===== src/rtl/i2c_pkg.sv =====
// Shared definitions for the I2C target engine.
//   - FSM state encoding
//   - open-drain SDA drive levels
//   - byte width and the bus-event bundle produced by i2c_bus_sync
package i2c_pkg;

    typedef enum logic [2:0] {
        ST_IDLE,
        ST_ADDR,
        ST_ADDR_ACK,
        ST_WR_DATA,
        ST_WR_ACK,
        ST_RD_DATA,
        ST_RD_ACK,
        ST_IGNORE
    } i2c_state_e;

    localparam logic SDA_RELEASE   = 1'b1;
    localparam logic SDA_DRIVE_LOW = 1'b0;
    localparam int   BYTE_BITS     = 8;

    // Synchronised bus levels plus single-cycle event strobes.
    typedef struct packed {
        logic scl;
        logic sda;
        logic scl_rise;
        logic scl_fall;
        logic start_det;
        logic stop_det;
    } bus_evt_t;

    // True when the 3-bit counter sits on the last bit of a byte.
    function automatic logic last_bit(input logic [2:0] cnt);
        return cnt == 3'(BYTE_BITS - 1);
    endfunction

endpackage


===== src/rtl/i2c_bus_sync.sv =====
// SCL/SDA input conditioning for the I2C target.
//   i_clk, i_rst_n : system clock, async active-low reset
//   i_scl, i_sda   : raw bus levels
//   o_evt          : synced scl/sda plus 1-cycle scl_rise, scl_fall,
//                    start_det, stop_det
module i2c_bus_sync
    import i2c_pkg::*;
#(
    parameter int SYNC_STAGES = 2
) (
    input  logic     i_clk,
    input  logic     i_rst_n,
    input  logic     i_scl,
    input  logic     i_sda,
    output bus_evt_t o_evt
);

    logic [SYNC_STAGES-1:0] scl_sync_q, scl_sync_d;
    logic [SYNC_STAGES-1:0] sda_sync_q, sda_sync_d;
    logic                   scl_prev_q, scl_prev_d;
    logic                   sda_prev_q, sda_prev_d;
    logic                   scl_s, sda_s;

    always_comb begin
        scl_sync_d = {scl_sync_q[SYNC_STAGES-2:0], i_scl};
        sda_sync_d = {sda_sync_q[SYNC_STAGES-2:0], i_sda};
        scl_s      = scl_sync_q[SYNC_STAGES-1];
        sda_s      = sda_sync_q[SYNC_STAGES-1];
        scl_prev_d = scl_s;
        sda_prev_d = sda_s;
    end

    // Everything resets to the idle-bus level so that reset release on an
    // idle bus produces no spurious edges.
    always_ff @(posedge i_clk or negedge i_rst_n) begin
        if (!i_rst_n) begin
            scl_sync_q <= '1;
            sda_sync_q <= '1;
            scl_prev_q <= 1'b1;
            sda_prev_q <= 1'b1;
        end else begin
            scl_sync_q <= scl_sync_d;
            sda_sync_q <= sda_sync_d;
            scl_prev_q <= scl_prev_d;
            sda_prev_q <= sda_prev_d;
        end
    end

    // START/STOP need SCL high on both sides of the SDA edge so that an SDA
    // change coinciding with an SCL edge is not mistaken for a bus condition.
    always_comb begin
        o_evt.scl       = scl_s;
        o_evt.sda       = sda_s;
        o_evt.scl_rise  = scl_s & ~scl_prev_q;
        o_evt.scl_fall  = ~scl_s & scl_prev_q;
        o_evt.start_det = scl_s & scl_prev_q & sda_prev_q & ~sda_s;
        o_evt.stop_det  = scl_s & scl_prev_q & ~sda_prev_q & sda_s;
    end

endmodule


===== src/rtl/i2c_slave_fsm.sv =====
// I2C target byte engine (no clock stretching, never drives SCL).
//   i_clk, i_rst_n : system clock (>= 8x SCL), async active-low reset
//   i_scl, i_sda   : bus levels read back from the pad
//   o_sda          : 0 = pull SDA low, 1 = release
//   i_input        : read byte from user, sampled on the SCL fall ending a
//                    read ACK slot
//   o_output       : last byte written by the master
//   o_nextbyte     : strobe, o_output holds a new byte
//   o_rdreq        : strobe, present the next read byte on i_input
//   o_active       : addressed (address match until STOP/START)
//   o_rw           : R/W bit of the current transfer (1 = master reads)
//   o_nack         : strobe, master NACKed a read byte
module i2c_slave_fsm
    import i2c_pkg::*;
#(
    parameter logic [6:0] ADDR        = 7'h50,
    parameter int         SYNC_STAGES = 2
) (
    input  logic                 i_clk,
    input  logic                 i_rst_n,
    input  logic                 i_scl,
    input  logic                 i_sda,
    output logic                 o_sda,
    input  logic [BYTE_BITS-1:0] i_input,
    output logic [BYTE_BITS-1:0] o_output,
    output logic                 o_nextbyte,
    output logic                 o_rdreq,
    output logic                 o_active,
    output logic                 o_rw,
    output logic                 o_nack
);

    bus_evt_t evt;

    i2c_bus_sync #(
        .SYNC_STAGES(SYNC_STAGES)
    ) u_sync (
        .i_clk  (i_clk),
        .i_rst_n(i_rst_n),
        .i_scl  (i_scl),
        .i_sda  (i_sda),
        .o_evt  (evt)
    );

    // The FSM works purely on SCL edges; the synced level is not needed.
    logic unused_scl;
    assign unused_scl = evt.scl;

    i2c_state_e           state_q, state_d;
    logic [BYTE_BITS-1:0] shift_q, shift_d;
    logic [2:0]           bit_cnt_q, bit_cnt_d;
    // Second-half marker inside ACK slots: set once the slot has started
    // (ADDR_ACK/WR_ACK: SDA pulled low; RD_ACK: master ACK seen).
    logic                 ack_q, ack_d;
    logic                 sda_q, sda_d;
    logic                 active_q, active_d;
    logic                 rw_q, rw_d;
    logic [BYTE_BITS-1:0] output_q, output_d;
    logic                 nextbyte_q, nextbyte_d;
    logic                 rdreq_q, rdreq_d;
    logic                 nack_q, nack_d;

    logic [BYTE_BITS-1:0] shift_in;

    always_comb begin
        state_d    = state_q;
        shift_d    = shift_q;
        bit_cnt_d  = bit_cnt_q;
        ack_d      = ack_q;
        sda_d      = sda_q;
        active_d   = active_q;
        rw_d       = rw_q;
        output_d   = output_q;
        nextbyte_d = 1'b0;
        rdreq_d    = 1'b0;
        nack_d     = 1'b0;
        shift_in   = {shift_q[BYTE_BITS-2:0], evt.sda};

        if (evt.stop_det) begin
            state_d  = ST_IDLE;
            sda_d    = SDA_RELEASE;
            active_d = 1'b0;
            ack_d    = 1'b0;
        end else if (evt.start_det) begin
            state_d   = ST_ADDR;
            bit_cnt_d = '0;
            sda_d     = SDA_RELEASE;
            active_d  = 1'b0;
            ack_d     = 1'b0;
        end else begin
            unique case (state_q)
                ST_IDLE: begin
                    sda_d = SDA_RELEASE;
                end

                ST_ADDR: begin
                    if (evt.scl_rise) begin
                        shift_d   = shift_in;
                        bit_cnt_d = bit_cnt_q + 3'd1;
                        if (last_bit(bit_cnt_q)) begin
                            if (shift_in[7:1] == ADDR) begin
                                rw_d    = shift_in[0];
                                ack_d   = 1'b0;
                                state_d = ST_ADDR_ACK;
                            end else begin
                                state_d = ST_IGNORE;
                            end
                        end
                    end
                end

                ST_ADDR_ACK: begin
                    if (!ack_q) begin
                        if (evt.scl_fall) begin
                            sda_d    = SDA_DRIVE_LOW;
                            active_d = 1'b1;
                            ack_d    = 1'b1;
                        end
                    end else begin
                        if (evt.scl_rise && rw_q) rdreq_d = 1'b1;
                        if (evt.scl_fall) begin
                            ack_d     = 1'b0;
                            bit_cnt_d = '0;
                            if (rw_q) begin
                                shift_d = i_input;
                                sda_d   = i_input[BYTE_BITS-1];
                                state_d = ST_RD_DATA;
                            end else begin
                                sda_d   = SDA_RELEASE;
                                state_d = ST_WR_DATA;
                            end
                        end
                    end
                end

                ST_WR_DATA: begin
                    if (evt.scl_rise) begin
                        shift_d   = shift_in;
                        bit_cnt_d = bit_cnt_q + 3'd1;
                        if (last_bit(bit_cnt_q)) begin
                            output_d   = shift_in;
                            nextbyte_d = 1'b1;
                            ack_d      = 1'b0;
                            state_d    = ST_WR_ACK;
                        end
                    end
                end

                ST_WR_ACK: begin
                    if (evt.scl_fall) begin
                        if (!ack_q) begin
                            sda_d = SDA_DRIVE_LOW;
                            ack_d = 1'b1;
                        end else begin
                            sda_d     = SDA_RELEASE;
                            ack_d     = 1'b0;
                            bit_cnt_d = '0;
                            state_d   = ST_WR_DATA;
                        end
                    end
                end

                // bit_cnt counts bits already shifted out; bit7 went on the
                // bus when the byte was loaded.
                ST_RD_DATA: begin
                    if (evt.scl_fall) begin
                        if (last_bit(bit_cnt_q)) begin
                            sda_d     = SDA_RELEASE;
                            bit_cnt_d = '0;
                            ack_d     = 1'b0;
                            state_d   = ST_RD_ACK;
                        end else begin
                            shift_d   = {shift_q[BYTE_BITS-2:0], 1'b0};
                            sda_d     = shift_q[BYTE_BITS-2];
                            bit_cnt_d = bit_cnt_q + 3'd1;
                        end
                    end
                end

                ST_RD_ACK: begin
                    if (!ack_q) begin
                        if (evt.scl_rise) begin
                            if (!evt.sda) begin
                                rdreq_d = 1'b1;
                                ack_d   = 1'b1;
                            end else begin
                                nack_d  = 1'b1;
                                state_d = ST_IGNORE;
                            end
                        end
                    end else if (evt.scl_fall) begin
                        shift_d   = i_input;
                        sda_d     = i_input[BYTE_BITS-1];
                        ack_d     = 1'b0;
                        bit_cnt_d = '0;
                        state_d   = ST_RD_DATA;
                    end
                end

                ST_IGNORE: begin
                    sda_d = SDA_RELEASE;
                end

                default: begin
                    state_d = ST_IDLE;
                    sda_d   = SDA_RELEASE;
                end
            endcase
        end
    end

    always_ff @(posedge i_clk or negedge i_rst_n) begin
        if (!i_rst_n) begin
            state_q    <= ST_IDLE;
            shift_q    <= '0;
            bit_cnt_q  <= '0;
            ack_q      <= 1'b0;
            sda_q      <= SDA_RELEASE;
            active_q   <= 1'b0;
            rw_q       <= 1'b0;
            output_q   <= '0;
            nextbyte_q <= 1'b0;
            rdreq_q    <= 1'b0;
            nack_q     <= 1'b0;
        end else begin
            state_q    <= state_d;
            shift_q    <= shift_d;
            bit_cnt_q  <= bit_cnt_d;
            ack_q      <= ack_d;
            sda_q      <= sda_d;
            active_q   <= active_d;
            rw_q       <= rw_d;
            output_q   <= output_d;
            nextbyte_q <= nextbyte_d;
            rdreq_q    <= rdreq_d;
            nack_q     <= nack_d;
        end
    end

    assign o_sda      = sda_q;
    assign o_output   = output_q;
    assign o_nextbyte = nextbyte_q;
    assign o_rdreq    = rdreq_q;
    assign o_active   = active_q;
    assign o_rw       = rw_q;
    assign o_nack     = nack_q;

endmodule


===== config.mk =====
export PLATFORM = sky130hd
export DESIGN_NAME = i2c_slave_fsm
export DESIGN_NICKNAME = d
export VERILOG_FILES = /design/src/rtl/i2c_pkg.sv /design/src/rtl/i2c_bus_sync.sv /design/src/rtl/i2c_slave_fsm.sv
export SDC_FILE = /design/constraint.sdc
export NUM_CORES = 1
export LEC_CHECK = 0
export ABC_AREA = 1
export CORE_MARGIN = 2
export CORE_UTILIZATION = 55
export CTS_BUF_LIST = sky130_fd_sc_hd__clkbuf_4 sky130_fd_sc_hd__clkbuf_8
export DETAILED_ROUTE_END_ITERATION = 10
export PLACE_DENSITY = 0.8
export SLEW_MARGIN = 30
export SYNTH_ARGS = -nofsm -noshare
export SYNTH_HDL_FRONTEND = slang
export SYNTH_SLANG_ARGS = --single-unit
export TNS_END_PERCENT = 10

===== constraint.sdc =====
create_clock -name i_clk -period 2.4 [get_ports i_clk]
set_input_delay 0.24 -clock i_clk [delete_from_list [all_inputs] [get_ports i_clk]]
set_output_delay 0.24 -clock i_clk [all_outputs]
set_load 0.005 [all_outputs]

==> impl_metrics.toml <==
[run_status]
outcome = "finished clean"

[drt]
wirelength_mm = 4.57
drt-wirelength-per-cell_um = 13.5
drt-initial-drc-count = 154
via_count = 1827
dr.pass1.iters = 6
via_per_inst = 5.39
detail-route-antenna-nets = 0
drc = 0

[synth]
seq_area_frac_synth_pct = 43.8
synth_top_area_cell = "dfrtp_1"
syn_area_mm2 = 0.00196
muxShareOfSynthArea_pct = 0.573
syn_avg_cell_area_um2 = 7.50
synth_compound_area_share_pct = 8.47
synthXorXnorAreaFrac_pct = 0
yosys.area_share.simple_pct = 37.1
yosys.area.top_type_share_pct = 34.4
synthAdderAreaFrac_pct = 2.55
ys_warn_count = 0
syn_nets = 278
ys_top_cells_by_area = "dfrtp_1, nand2_1, dfstp_2"
synth_top_family_by_area = "simple AND/OR/NAND/NOR gates"
ys_ff_latch = 34
postSynthCellCount = 262
ys_types = 28

[floorplanning]
die-area_mm2 = 0.00407
coreArea_mm2 = 0.00339
die_w_um = 63.8
dieHeight_um = 63.8
start_util_pct = 58.0
ioPinCount = 26
std_cell_rows = 21

[layout]
fill_cells = 290
final_cells = 339
final_util_pct = 70.0
area_delta_synth_final_pct = 20.8
drive_above_1_share_pct = 15.0
antenna_cells = 0
num-nets-final = 308

[clock_network]
clkLatencyLatePin_ps = 350
cts-buffers-inserted = 5
cts_tree = "done"
h-tree-depth = 2
cts_resized = 0
root_buffer = "clkbuf_4"
clockBufferDepth = 2
clkSinkCount = 34
post-cts-setup-buffers = 0
clk_pin_slew_ps = 110
ctsHoldBuffers = 0

[sta]
min_period_over_period_pct = 83.6
fmax_mhz = 498
min_period_ps = 2010
rsz0062_at_grt = "false"
drv_slew = 0
fin_setup_tns_ps = 0
hold_viol = 0
relSlewSlack_pct = 62.8
fin_ws_ps = 394
tightest_slew_ps = 558
setup_viol = 0
skew_ps = 8.16

[place]
dpl.hpwl_mm = 3.53
gp_congestion = 1.01
io_buffers = 25
dp.cells = 331
post-place-ws_ps = 456

[critical_path]
criticalPathCategory = "flip-flop to flip-flop"
cp_cell_sequence = "inv_4 > nor2_8 > nand2_2 > nand2_2 > nor2_2 > nor3_4 > nand2_4 > nand2_1 > nand2_1"
critPathMaxFanout = 16
slowest_delay_ps = 710
start_kind = "flip-flop"
slowest_stage = "dfrtp_1"
crit_buf_inv = 1
cp.required_ps = 2640
cp_data_arrival_time_ps = 2250
rrSetupSlack_ps = 390
crit_family = "simple AND/OR/NAND/NOR gates"
endpoint_kind = "flip-flop"

[worst_hold_path]
hp-class = "primary input to async pin"

[global_route]
grt_max_degree = 35
grt-ovfl-total = 0
grt_util_all_layers_pct = 25.7
antenna_found_initial = 0
grt_first_pass_wirelength_mm = 7.87
first_global_vias = 1652

[flow_run]
max-cap-violations = 0

[pwr]
finalPower_w = 0.00291
p_leak_nw = 1.18
p_per_area_mw_per_mm2 = 1230
ir_drop_mv = 0.706
[stage by stage]
| stage | area [um^2] | hold WS [ps] |
|---|---|---|
| final | 2370 | 279 |
| after global routing | 2370 | 274 |
| after CTS | 2370 | 283 |
| after detailed placement | 2260 | 351 |
| after global placement | 2260 | 346 |
| after floorplan | 1960 | -55.6 |
[metal layers]
layer / GRT usage, % / part of all wire [%] / vias up
met2: 36.4 / 43 / 83
li1: - / - / 900
met5: 0 / 0 / -
met3: 7.04 / 7.7 / 12
met4: 9.51 / 2.1 / 0
met1: 37.5 / 47 / 832
[report_power, final]
| part | internal (W) | switching [W] |
|---|---|---|
| combinational | 0.000506 | 0.000967 |
| sequential | 0.000724 | 0.000167 |
| clock | 0.000353 | 0.000199 |
[cells by family after synthesis]
family | after synthesis
flops | 34
buf+inv | 34
simple gates | 157
mux | 1
fa+ha+maj | 4
compound gates | 32
[synthesized netlist by cell type, drive strengths merged]
cell type	number
mux2	1
inv	28
dfrtp	27
o32ai	1
dfstp	7
nor3	3
o21ai	22
and3	2
buf	6
ha	4
a21boi	1
nand3	31
nor2	40
nand2	77
nand4	4
a21oi	8
[layout by cell type (no fill, tap or decap), drive strengths merged]
cell type      netlist  routed
a21boi               1       1
a21oi                8       8
and3                 2       2
buf                  6       4
bufinv               0       2
clkbuf               0       6
clkdlybuf4s50        0      25
dfrtp               27      27
dfstp                7       7
ha                   4       4
inv                 28      28
mux2                 1       1
nand2               77      77
nand3               31      31
nand4                4       4
nor2                40      40
nor3                 3       3
o21ai               22      22
o32ai                1       1
[state kept, by name (all words and copies together), names as in the netlist]
| signal | count |
|---|---|
| o_active | 1 |
| u_sync.sda_prev_q | 1 |
| state_q | 3 |
| bit_cnt_q | 3 |
| ack_q | 1 |
| o_sda | 1 |
| shift_q | 7 |
| o_rdreq | 1 |
| o_nack | 1 |
| o_output | 8 |
| o_nextbyte | 1 |
| u_sync.scl_prev_q | 1 |
| o_rw | 1 |
| u_sync.scl_sync_q | 2 |
| u_sync.sda_sync_q | 2 |
[final timing paths]
path / start / end / cells after the start
max in group asynchronous: i_rst_n / u_sync.scl_prev_q / 2
min in group i_clk: i_sda / u_sync.sda_sync_q[0] / 1
hold / removal: i_rst_n / o_active / 2
setup / recovery: state_q[2] / shift_q[1] / 9
setup reg to reg: state_q[2] / shift_q[1] / 9
hold reg to reg: u_sync.sda_sync_q[0] / u_sync.sda_sync_q[1] / 0
[final cells by class]
| type | count | area, um^2 | share of cell area [%] |
|---|---|---|---|
| Multi-Input combinational cell | 194 | 956 | 40.3 |
| Sequential cell | 34 | 860 | 36.2 |
| Timing Repair Buffer | 29 | 280 | 11.8 |
| Inverter | 28 | 108 | 4.54 |
| Clock inverter | 2 | 60.1 | 2.53 |
| Tap cell | 46 | 57.6 | 2.43 |
| Clock buffer | 6 | 51.3 | 2.16 |
Power figures use the tool's default switching activity.
